$ cat src/rtl/mul_unit.sv
// Iterative shift-add multiplier for RV32M MUL/MULH/MULHSU/MULHU, start/busy/done handshake.
// Optional build macro MUL_EARLY_TERM_EN: leave RUN once the remaining multiplier bits are all zero.
module mul_unit #(
  parameter int XLEN = 32
) (
  input  logic            clk,
  input  logic            rst,
  input  logic            start,
  input  logic [1:0]      mulctl,
  input  logic [XLEN-1:0] rs1,
  input  logic [XLEN-1:0] rs2,
  output logic            busy,
  output logic            done,
  output logic [XLEN-1:0] result,
  output logic [1:0]      dbg_state
);

  // Handshake: a request is taken on any edge where start=1 and the unit is in
  // IDLE or DONE; busy is high while it runs; done pulses for one cycle with
  // result valid, and result is held until the next accepted request.
  typedef enum logic [1:0] {
    IDLE = 2'd0,
    RUN  = 2'd1,
    FIX  = 2'd2,
    DONE = 2'd3
  } state_t;

  localparam int CW = $clog2(XLEN);
  localparam logic [CW-1:0] LAST = CW'(XLEN - 1);
  localparam logic [1:0] OP_MUL = 2'b00;
  localparam logic [1:0] OP_MULH = 2'b01;
  localparam logic [1:0] OP_MULHSU = 2'b10;

  state_t            state;
  logic [1:0]        op;
  logic              neg;
  logic [CW-1:0]     cnt;
  logic [2*XLEN-1:0] mcand;
  logic [XLEN-1:0]   mplier;
  logic [2*XLEN-1:0] acc;

  logic              sgn1, sgn2, neg1, neg2, accept, run_last;
  logic [XLEN-1:0]   mag1, mag2, mplier_shift;
  logic [2*XLEN-1:0] acc_sum, acc_fix;

  assign sgn1   = (mulctl == OP_MULH) || (mulctl == OP_MULHSU);
  assign sgn2   = (mulctl == OP_MULH);
  assign neg1   = sgn1 & rs1[XLEN-1];
  assign neg2   = sgn2 & rs2[XLEN-1];
  // The most-negative value negates to 2^(XLEN-1), which is still correct unsigned.
  assign mag1   = neg1 ? -rs1 : rs1;
  assign mag2   = neg2 ? -rs2 : rs2;
  assign accept = start && ((state == IDLE) || (state == DONE));

  assign mplier_shift = mplier >> 1;
  assign acc_sum      = mplier[0] ? (acc + mcand) : acc;
  assign acc_fix      = neg ? -acc : acc;

`ifdef MUL_EARLY_TERM_EN
  assign run_last = (mplier_shift == '0) || (cnt == LAST);
`else
  assign run_last = (cnt == LAST);
`endif

  assign dbg_state = state;

  always_ff @(posedge clk) begin
    if (rst) begin
      state  <= IDLE;
      op     <= '0;
      neg    <= 1'b0;
      cnt    <= '0;
      mcand  <= '0;
      mplier <= '0;
      acc    <= '0;
      busy   <= 1'b0;
      done   <= 1'b0;
      result <= '0;
    end else begin
      done <= 1'b0;
      case (state)
        IDLE, DONE: begin
          if (accept) begin
            op     <= mulctl;
            neg    <= neg1 ^ neg2;
            mcand  <= {{XLEN{1'b0}}, mag1};
            mplier <= mag2;
            acc    <= '0;
            cnt    <= '0;
            busy   <= 1'b1;
            state  <= RUN;
          end else begin
            busy  <= 1'b0;
            state <= IDLE;
          end
        end
        RUN: begin
          acc    <= acc_sum;
          mcand  <= mcand << 1;
          mplier <= mplier_shift;
          cnt    <= cnt + 1'b1;
          if (run_last) state <= FIX;
        end
        FIX: begin
          // Sign fix and result selection share one edge so result is valid with done.
          acc    <= acc_fix;
          result <= (op == OP_MUL) ? acc_fix[XLEN-1:0] : acc_fix[2*XLEN-1:XLEN];
          busy   <= 1'b0;
          done   <= 1'b1;
          state  <= DONE;
        end
        default: state <= IDLE;
      endcase
    end
  end

endmodule

$ cat config.mk
export PLATFORM = sky130hd
export DESIGN_NAME = mul_unit
export DESIGN_NICKNAME = d
export VERILOG_FILES = /design/src/rtl/mul_unit.sv
export SDC_FILE = /design/constraint.sdc
export NUM_CORES = 1
export LEC_CHECK = 0
export ABC_AREA = 0
export ABC_CLOCK_PERIOD_IN_PS = 4200
export CORE_MARGIN = 4
export CORE_UTILIZATION = 35
export DETAILED_ROUTE_END_ITERATION = 10
export SLEW_MARGIN = 10
export SYNTH_ARGS = -nofsm -noshare
export SYNTH_HDL_FRONTEND = slang
export SYNTH_SLANG_ARGS = --single-unit
$ cat constraint.sdc
create_clock -name clk -period 4.2 [get_ports clk]
set_input_delay 0.84 -clock clk [delete_from_list [all_inputs] [get_ports clk]]
set_output_delay 0.84 -clock clk [all_outputs]
set_load 0.02 [all_outputs]
# Word-level counts from Yosys, hierarchy flattened

Index checks and enable logic that the tools add are counted.

Reductions and logical operators: 11
Bitwise logic cells: 3
$add $sub $neg: 5
Equal/unequal tests: 9
Muxes and demuxes: 19

Operators with widths:

| cell                                                                  | number |
|---|---|
| 64-bit two-way mux                                                    | 4 |
| 64-bit case mux with 3 select lines                                   | 1 |
| 32-bit two-way mux                                                    | 4 |
| 64-bit case mux with 2 select lines                                   | 1 |
| 64-bit adder                                                          | 1 |
| 32-bit negation                                                       | 2 |
| 64-bit negation                                                       | 1 |
| 32-bit case mux with 2 select lines                                   | 1 |
| 5-bit case mux with 2 select lines                                    | 1 |
| 2-bit equality test, second input constant                            | 3 |
| 2-bit != test, second input constant                                  | 3 |
| 2-bit case mux with 3 select lines                                    | 1 |
| 2-bit AND reduction                                                   | 3 |
| 5-bit by 1-bit adder with 5-bit output, second input constant         | 1 |
| 5-bit equality test, second input constant                            | 1 |
| 5-bit two-way mux                                                     | 1 |
| 2-bit by 1-bit equality test with 1-bit output, second input constant | 2 |
| 2-bit zero test                                                       | 2 |
| 2-bit nonzero test                                                    | 2 |
| 1-bit two-way mux                                                     | 3 |
| 1-bit AND                                                             | 2 |
| 1-bit logical OR                                                      | 2 |
| 2-bit two-way mux                                                     | 1 |
| 1-bit case mux with 2 select lines                                    | 1 |
| other kinds (3)                                                       | 3 |

Register bits after elaboration: 204
Output and inout bits: 36
Input bits: 69
Logic and storage cells: 57

# Depth between registers and ports, before layout

Gate-level depths: netlist of run 1.

Depth in word-level cells: 6
Depth in mapped cells: 14
Gate-level depth less buffers: 12

# Least setup slack after synthesis of run 1

OpenSTA, ideal clock, no wires.

Kind: input -> register
Start: in rs1[0]
End: reg mcand[28]
Setup time: 0.092 ns
Cell stages on the path: 11
Required time: 4.108 ns
Arrival: 3.397 ns
Path slack: 0.711 ns
Path through: inv_1 ha_1 or4b_2 or3_1 or4_1 nor4_2 nand3b_1 o21ai_1 xnor2_1 nor3_1 nor4_1

Longest elaborated chain between the ends: 4

Ends and longest elaborated chain:

| what                                | RTL line | source |
|---|---|---|
| from (decl)                         | 10       | `input logic [XLEN-1:0] rs1,` |
| 32-bit negation                     | 51       | `assign mag1 = neg1 ? -rs1 : rs1;` |
| 32-bit two-way mux                  | 51       |  |
| 64-bit two-way mux                  | 83       | `if (accept) begin` |
| 64-bit case mux with 2 select lines | 81       | `case (state)` |
| to (signal assigned)                | 86       | `mcand <= {{XLEN{1'b0}}, mag1};` |
| to (signal assigned)                | 99       | `mcand <= mcand << 1;` |
| to (decl)                           | 38       | `logic [2*XLEN-1:0] mcand;` |

No other way between the ends. The select of a mux whose other input is x is not followed.
A chain may end at the register's enable or synchronous reset.

# Worst setup path in the final report of run 1

Same ends and word-level chain as after synthesis.

==> results of run 1 <==
-- final cells by class --
class                           instances  area share (%)
Timing Repair Buffer                  150            7.78
Sequential cell                       204            23.0
Tap cell                              585            4.11
Inverter                               33           0.696
Multi-Input combinational cell       1705            59.0
Clock inverter                         12            1.11
Clock buffer                           37            4.35
-- per-layer routing --
metal	vias up	routed length [µm]
met5	-	0
met4	0	974
met3	64	3620
met2	519	23000
met1	7496	24800
li1	7640	-
-- worst max-delay path, delay by kind of cell --
kind / cells / cell delay [ns]
buffers and inverters: 2 / 0.53
xor gates and xnor gates: 1 / 0.14
adders and majority gates: 1 / 0.19
and+or+nand+nor: 7 / 2.16
AOI/OAI and AO/OA: 1 / 0.17
-- final timing paths --
check | startpoint | end | slack (ns) | cells past startpoint
worst max register to register | acc[10]$_SDFFE_PP0P_ | result[22]$_SDFFE_PP0P_ | 0.63 | 9
worst min register to register | result[16]$_SDFFE_PP0P_ | result[16]$_SDFFE_PP0P_ | 0.45 | 2
worst min-delay path | result[16]$_SDFFE_PP0P_ | result[16]$_SDFFE_PP0P_ | 0.45 | 2
worst max-delay path | rs1[0] | mcand[28]$_SDFFE_PP0P_ | 0.62 | 12
-- through the flow --
stage / hold slack [ns] / worst slack, ns / utilization, %
after floorplan: 0.431 / 0.711 / -
final: 0.449 / 0.616 / 41.4
after global placement: 0.435 / 0.148 / 39.1
after CTS: 0.453 / 0.628 / 41.4
after global routing: 0.467 / 0.400 / 41.4
after detailed placement: 0.444 / 0.0800 / 39.1
-- sequential cells by signal, indices dropped and copies added (netlist names) --
| name | flops |
|---|---|
| done | 1 |
| neg | 1 |
| result | 32 |
| cnt | 5 |
| mcand | 64 |
| busy | 1 |
| mplier | 32 |
| acc | 64 |
| op | 2 |
| dbg_state | 2 |
-- where the power goes --
group          leakage, nW  internal (mW)  switching [mW]
combinational         4.65           1.26            2.72
clock                0.472           1.59           0.928
sequential            1.65           2.24           0.314
total                 6.78           5.10            3.97
-- synthesized netlist by cell type (all sizes together), types with 14 or more instances --
library cell    n  area (µm²)
nand2         323        1210
clkbuf        125         469
xnor2          77         674
a21oi         190         951
dfxtp         204        4080
or4            22         173
and2           16         100
nor3           48         240
o211ai         18         135
nand3          38         190
inv            33         124
ha             72         901
nor4           16         134
o41ai          15         154
a21o           43         323
o21bai         19         143
nor2          176         661
a211oi         15         113
or2            14        90.1
or3            18         113
o31ai          33         272
xor2           90         788
nand4          27         169
o21ai         181         906
a22oi          71         533
nand2b         19         119
-- kinds of logic (layout without fill, tap and decap cells) --
kind of cell | Yosys count | in the layout | synth area share [%]
adders and majority gates | 73 | 73 | 6.06
xor gates and xnor gates | 167 | 167 | 9.63
and+or+nand+nor | 762 | 762 | 23.3
buffers and inverters | 171 | 232 | 4.31
AOI/OAI and AO/OA | 691 | 691 | 29.0
DFF | 204 | 204 | 26.9
muxes | 12 | 12 | 0.799
==> flow_metrics.py, run 1 <==
metrics = {
    "floorplan": {
        "io_pins": 105,
        "start_util_pct": 35.3,
        "die_x_um": 216,
        "fp.coreArea_um2": 43000,
        "die_y_um": 216,
        "row_count": 76,
        "dieArea_um2": 46800,
    },
    "worst_setup_path": {
        "critPathKind": "primary input to flop",
        "start_kind": "primary input",
        "cp_cell_sequence": "clkdlybuf4s50_1 > inv_1 > ha_1 > or4b_2 > or3_1 > or4_1 > nor4_2 > nand3b_1 > o21ai_1 > xnor2_1 > nor3_1 > nor4_1",
        "crit_slowest_cell": "or4b_2",
        "critical_path.max_stage_delay_ns": 0.64,
        "required_ns": 4.64,
        "crit_fanout": 3,
        "arrival_ns": 4.03,
        "endpoint_kind": "flop",
    },
    "layout": {
        "fin_cells": 2726,
        "mostFrequentLayoutCells": "nand2_1, dfxtp_1, a21oi_1, nor2_1, o21ai_0",
        "multi_input_area_um2": 10500,
        "fin_area_um2": 17800,
        "drive_above_1_share_pct": 6.17,
        "regArea_um2": 4090,
        "diodes": 0,
        "fillCellCount": 4469,
        "final_common_cell": "nand2_1",
        "areaGrowthSynthToFinish_pct": 17.1,
        "nets": 2263,
    },
    "global_routing": {
        "grt_pass1_vias": 14500,
        "antenna_found_initial": 0,
        "use_met1_pct": 31.6,
        "grt_max_degree": 75,
        "grt.busiest_layer": "met2",
        "grt_util_met3_pct": 3.08,
        "grt_overflow": 0,
        "track_usage_pct": 21.5,
        "grt_util_met2_pct": 33.8,
        "grt_pass1_wl_um": 82700,
    },
    "cts": {
        "ctsResizeCount": 0,
        "cts_made_buffers": 27,
        "ctsHoldBuffers": 0,
        "cts_max_path_buffers": 3,
        "worst_skew_pair.late_latency_ns": 0.56,
        "root_buffer": "clkbuf_16",
        "htree_levels": 1,
        "cts.sinks": 204,
        "clk_pin_slew_ns": 0.06,
        "cts_setup_buffers": 0,
        "tritoncts": "done",
    },
    "drt": {
        "drt_iter0_markers": 1654,
        "via_count": 15700,
        "avgViaCountPerCell": 5.77,
        "totalWireLength_um": 52400,
        "wl_per_cell_um": 19.2,
        "drc": 0,
        "antenna_left": 0,
        "dr.pass1.iters": 5,
    },
    "timing": {
        "rsz0062_at_grt": "no",
        "tns_ns": 0,
        "fmax_mhz": 279,
        "min_period_ns": 3.58,
        "drv_slew": 0,
        "tightest_slew_ns": 1.14,
        "layout_worst_path_cycle_share_pct": 85.3,
        "finalHoldViolCount": 0,
        "finalSetupViolCount": 0,
        "maxSlewHeadroom_pct": 23.4,
        "clock-skew-final_ns": 0.0269,
    },
    "pwr": {
        "p_total_mw": 9.06,
        "power.density_nw_per_um2": 509,
        "irDropWorstVdd_mv": 0.295,
        "p_leak_nw": 6.78,
    },
    "job": {
        "max_cap_violations": 0,
    },
    "placed_design": {
        "placed_cell_area_um2": 16800,
        "placement.io_buffers": 104,
        "dp_hpwl_um": 40000,
        "post-place-cells": 2677,
        "gp_congestion": 0.937,
    },
    "logic_synthesis": {
        "ys_types": 78,
        "synth_flop_cell": "dfxtp_1",
        "synth_edf_count": 0,
        "yosysSeqAreaShare_pct": 26.9,
        "ys_ff_latch": 204,
        "ys_warn_count": 0,
        "syn_area_per_cell_um2": 7.30,
        "syn_area_um2": 15200,
        "synthCells": 2080,
        "syn_nets": 2222,
        "synth_async_sr_flop_share_pct": 0,
    },
    "hold_path": {
        "hp-class": "flop to flop",
    },
    "run_status": {
        "status": "complete, no violations",
    },
}
No activity file was read; power rests on OpenSTA's default activity.
==> run 2, diff against run 1 <==
--- a/config.mk
+++ b/config.mk
@@ -8,8 +8,10 @@
 export ABC_AREA = 0
 export ABC_CLOCK_PERIOD_IN_PS = 4200
 export CORE_MARGIN = 4
-export CORE_UTILIZATION = 35
+export CORE_UTILIZATION = 60
+export CTS_CLUSTER_SIZE = 30
 export DETAILED_ROUTE_END_ITERATION = 10
+export PLACE_DENSITY = 0.81
 export SLEW_MARGIN = 10
 export SYNTH_ARGS = -nofsm -noshare
 export SYNTH_HDL_FRONTEND = slang
==> flow_metrics.py, run 2 (same netlist as run 1, synthesis figures left out) <==
metrics = {
    "run_status": {
        "status": "complete, no violations",
    },
    "timing": {
        "finalSetupViolCount": 0,
        "rsz0062_at_grt": "no",
        "setup_ws_ns": 0.397,
        "min_period_ns": 3.80,
        "fmax_mhz": 263,
        "maxSlewHeadroom_pct": 24.6,
        "drv_slew": 0,
        "tightest_slew_ns": 1.13,
        "layout_worst_path_cycle_share_pct": 90.6,
        "finalHoldViolCount": 0,
        "tns_ns": 0,
        "clock-skew-final_ns": 0.0199,
        "whs_ns": 0.448,
    },
    "floorplan": {
        "fp.coreArea_um2": 24600,
        "start_util_pct": 61.7,
        "io_pins": 105,
        "row_count": 57,
        "die_y_um": 167,
        "dieArea_um2": 27900,
        "die_x_um": 167,
    },
    "layout": {
        "final_util_pct": 70.2,
        "drive_above_1_share_pct": 5.64,
        "nets": 2251,
        "areaGrowthSynthToFinish_pct": 13.6,
        "fillCellCount": 2128,
        "final_common_cell": "nand2_1",
        "multi_input_area_um2": 10500,
        "reg.largest.list": "acc: 64 flops, mcand: 64 flops",
        "mostFrequentLayoutCells": "nand2_1, dfxtp_1, a21oi_1, nor2_1, o21ai_0",
        "regArea_um2": 4090,
    },
    "worst_setup_path": {
        "worstReg2RegEnd": "result[15]$_SDFFE_PP0P_",
        "reg2reg_from": "acc[10]$_SDFFE_PP0P_",
        "reg2regPathDepth": 9,
        "arrival_ns": 4.22,
        "crit_start": "acc[10]$_SDFFE_PP0P_",
        "rrSetupSlack_ns": 0.40,
        "endpoint": "result[15]$_SDFFE_PP0P_",
        "critPathKind": "flop to flop",
        "endpoint_kind": "flop",
        "crit_fanout": 7,
        "required_ns": 4.62,
        "start_kind": "flop",
    },
    "pwr": {
        "irDropWorstVdd_mv": 0.413,
        "p_leak_nw": 6.66,
        "p_total_mw": 8.74,
        "power.density_nw_per_um2": 506,
    },
    "drt": {
        "dr.pass1.iters": 6,
        "wl_per_cell_um": 20.5,
        "drt_iter0_markers": 1878,
        "drc": 0,
        "avgViaCountPerCell": 6.55,
        "antenna_left": 0,
        "totalWireLength_um": 50300,
        "via_count": 16100,
    },
    "hold_path": {
        "hp-class": "flop to flop",
        "whs_path_depth": 1,
    },
    "global_routing": {
        "grt_max_degree": 95,
        "track_usage_pct": 34.3,
        "grt_pass1_vias": 14800,
        "grt_pass1_wl_um": 79900,
        "grt_overflow": 0,
        "antenna_found_initial": 6,
    },
    "cts": {
        "ctsResizeCount": 0,
        "cts_setup_buffers": 0,
        "clk_pin_slew_ns": 0.06,
        "root_buffer": "clkbuf_16",
        "tritoncts": "done",
        "htree_levels": 1,
        "cts_made_buffers": 24,
        "ctsHoldBuffers": 0,
        "worst_skew_pair.late_latency_ns": 0.54,
        "cts.sinks": 204,
        "cts_max_path_buffers": 3,
    },
    "placed_design": {
        "pre_cts_ws_ns": -0.0125,
        "gp_congestion": 0.966,
        "placement.io_buffers": 104,
        "dp_hpwl_um": 37000,
    },
    "job": {
        "max_cap_violations": 0,
    },
}
[run 2: cell count changes in the layout (fill, tap and decap cells not counted), moves of 3 or more]
cell,previous run,this run
clkbuf_8,6,3
clkbuf_16,27,24
diode_2,0,4
buf_4,47,38
[run 2: area by class of cell]
cell class / instances / share of cell area, %
Tap cell: 324 / 2.35
Antenna cell: 4 / 0.0580
Clock buffer: 29 / 3.76
Timing Repair Buffer: 141 / 7.62
Multi-Input combinational cell: 1705 / 60.8
Inverter: 33 / 0.717
Clock inverter: 15 / 1.04
Sequential cell: 204 / 23.7
[run 2: per-layer routing]
layer | up-vias | GRT usage [%] | wire length, µm
li1 | 7604 | - | -
met1 | 7507 | 45.4 | 20500
met2 | 804 | 56.2 | 23000
met3 | 158 | 5.70 | 4490
met4 | 6 | 13.1 | 2190
met5 | - | 0 | 23
[run 2: worst min-delay path by stage]
stage / start / end / slack (ns)
final: result[4]$_SDFFE_PP0P_ / result[4]$_SDFFE_PP0P_ / 0.45
after floorplan: mplier[2]$_SDFFE_PP0P_ / mplier[2]$_SDFFE_PP0P_ / 0.43
after global placement: result[16]$_SDFFE_PP0P_ / result[16]$_SDFFE_PP0P_ / 0.43
after detailed placement: result[4]$_SDFFE_PP0P_ / result[4]$_SDFFE_PP0P_ / 0.44
after CTS: result[16]$_SDFFE_PP0P_ / result[16]$_SDFFE_PP0P_ / 0.45
after global routing: mplier[7]$_SDFFE_PP0P_ / mplier[7]$_SDFFE_PP0P_ / 0.47
[run 2: power by group]
part / switching, mW / internal [mW] / total (mW) / leakage [nW]
Combinational: 2.77 / 1.25 / 4.02 / 4.61
Clock: 0.908 / 1.30 / 2.20 / 0.398
Sequential: 0.282 / 2.24 / 2.52 / 1.65
[run 2: critical path, cell delays in order (launching register included)]
cell and delay (ns):
dfxtp_1 0.40, or4_4 0.61, nor4_2 0.35, nand4bb_1 0.32
or3_1 0.65, o31ai_2 0.31, xor2_1 0.47, o21ai_1 0.15
mux2_2 0.28, and2_1 0.15
[run 2: metrics by stage]
stage	area (µm²)	cells
after CTS	17300	2451
after floorplan	15200	2080
after global routing	17300	2451
after global placement	16400	2407
final	17300	2455
after detailed placement	16400	2407
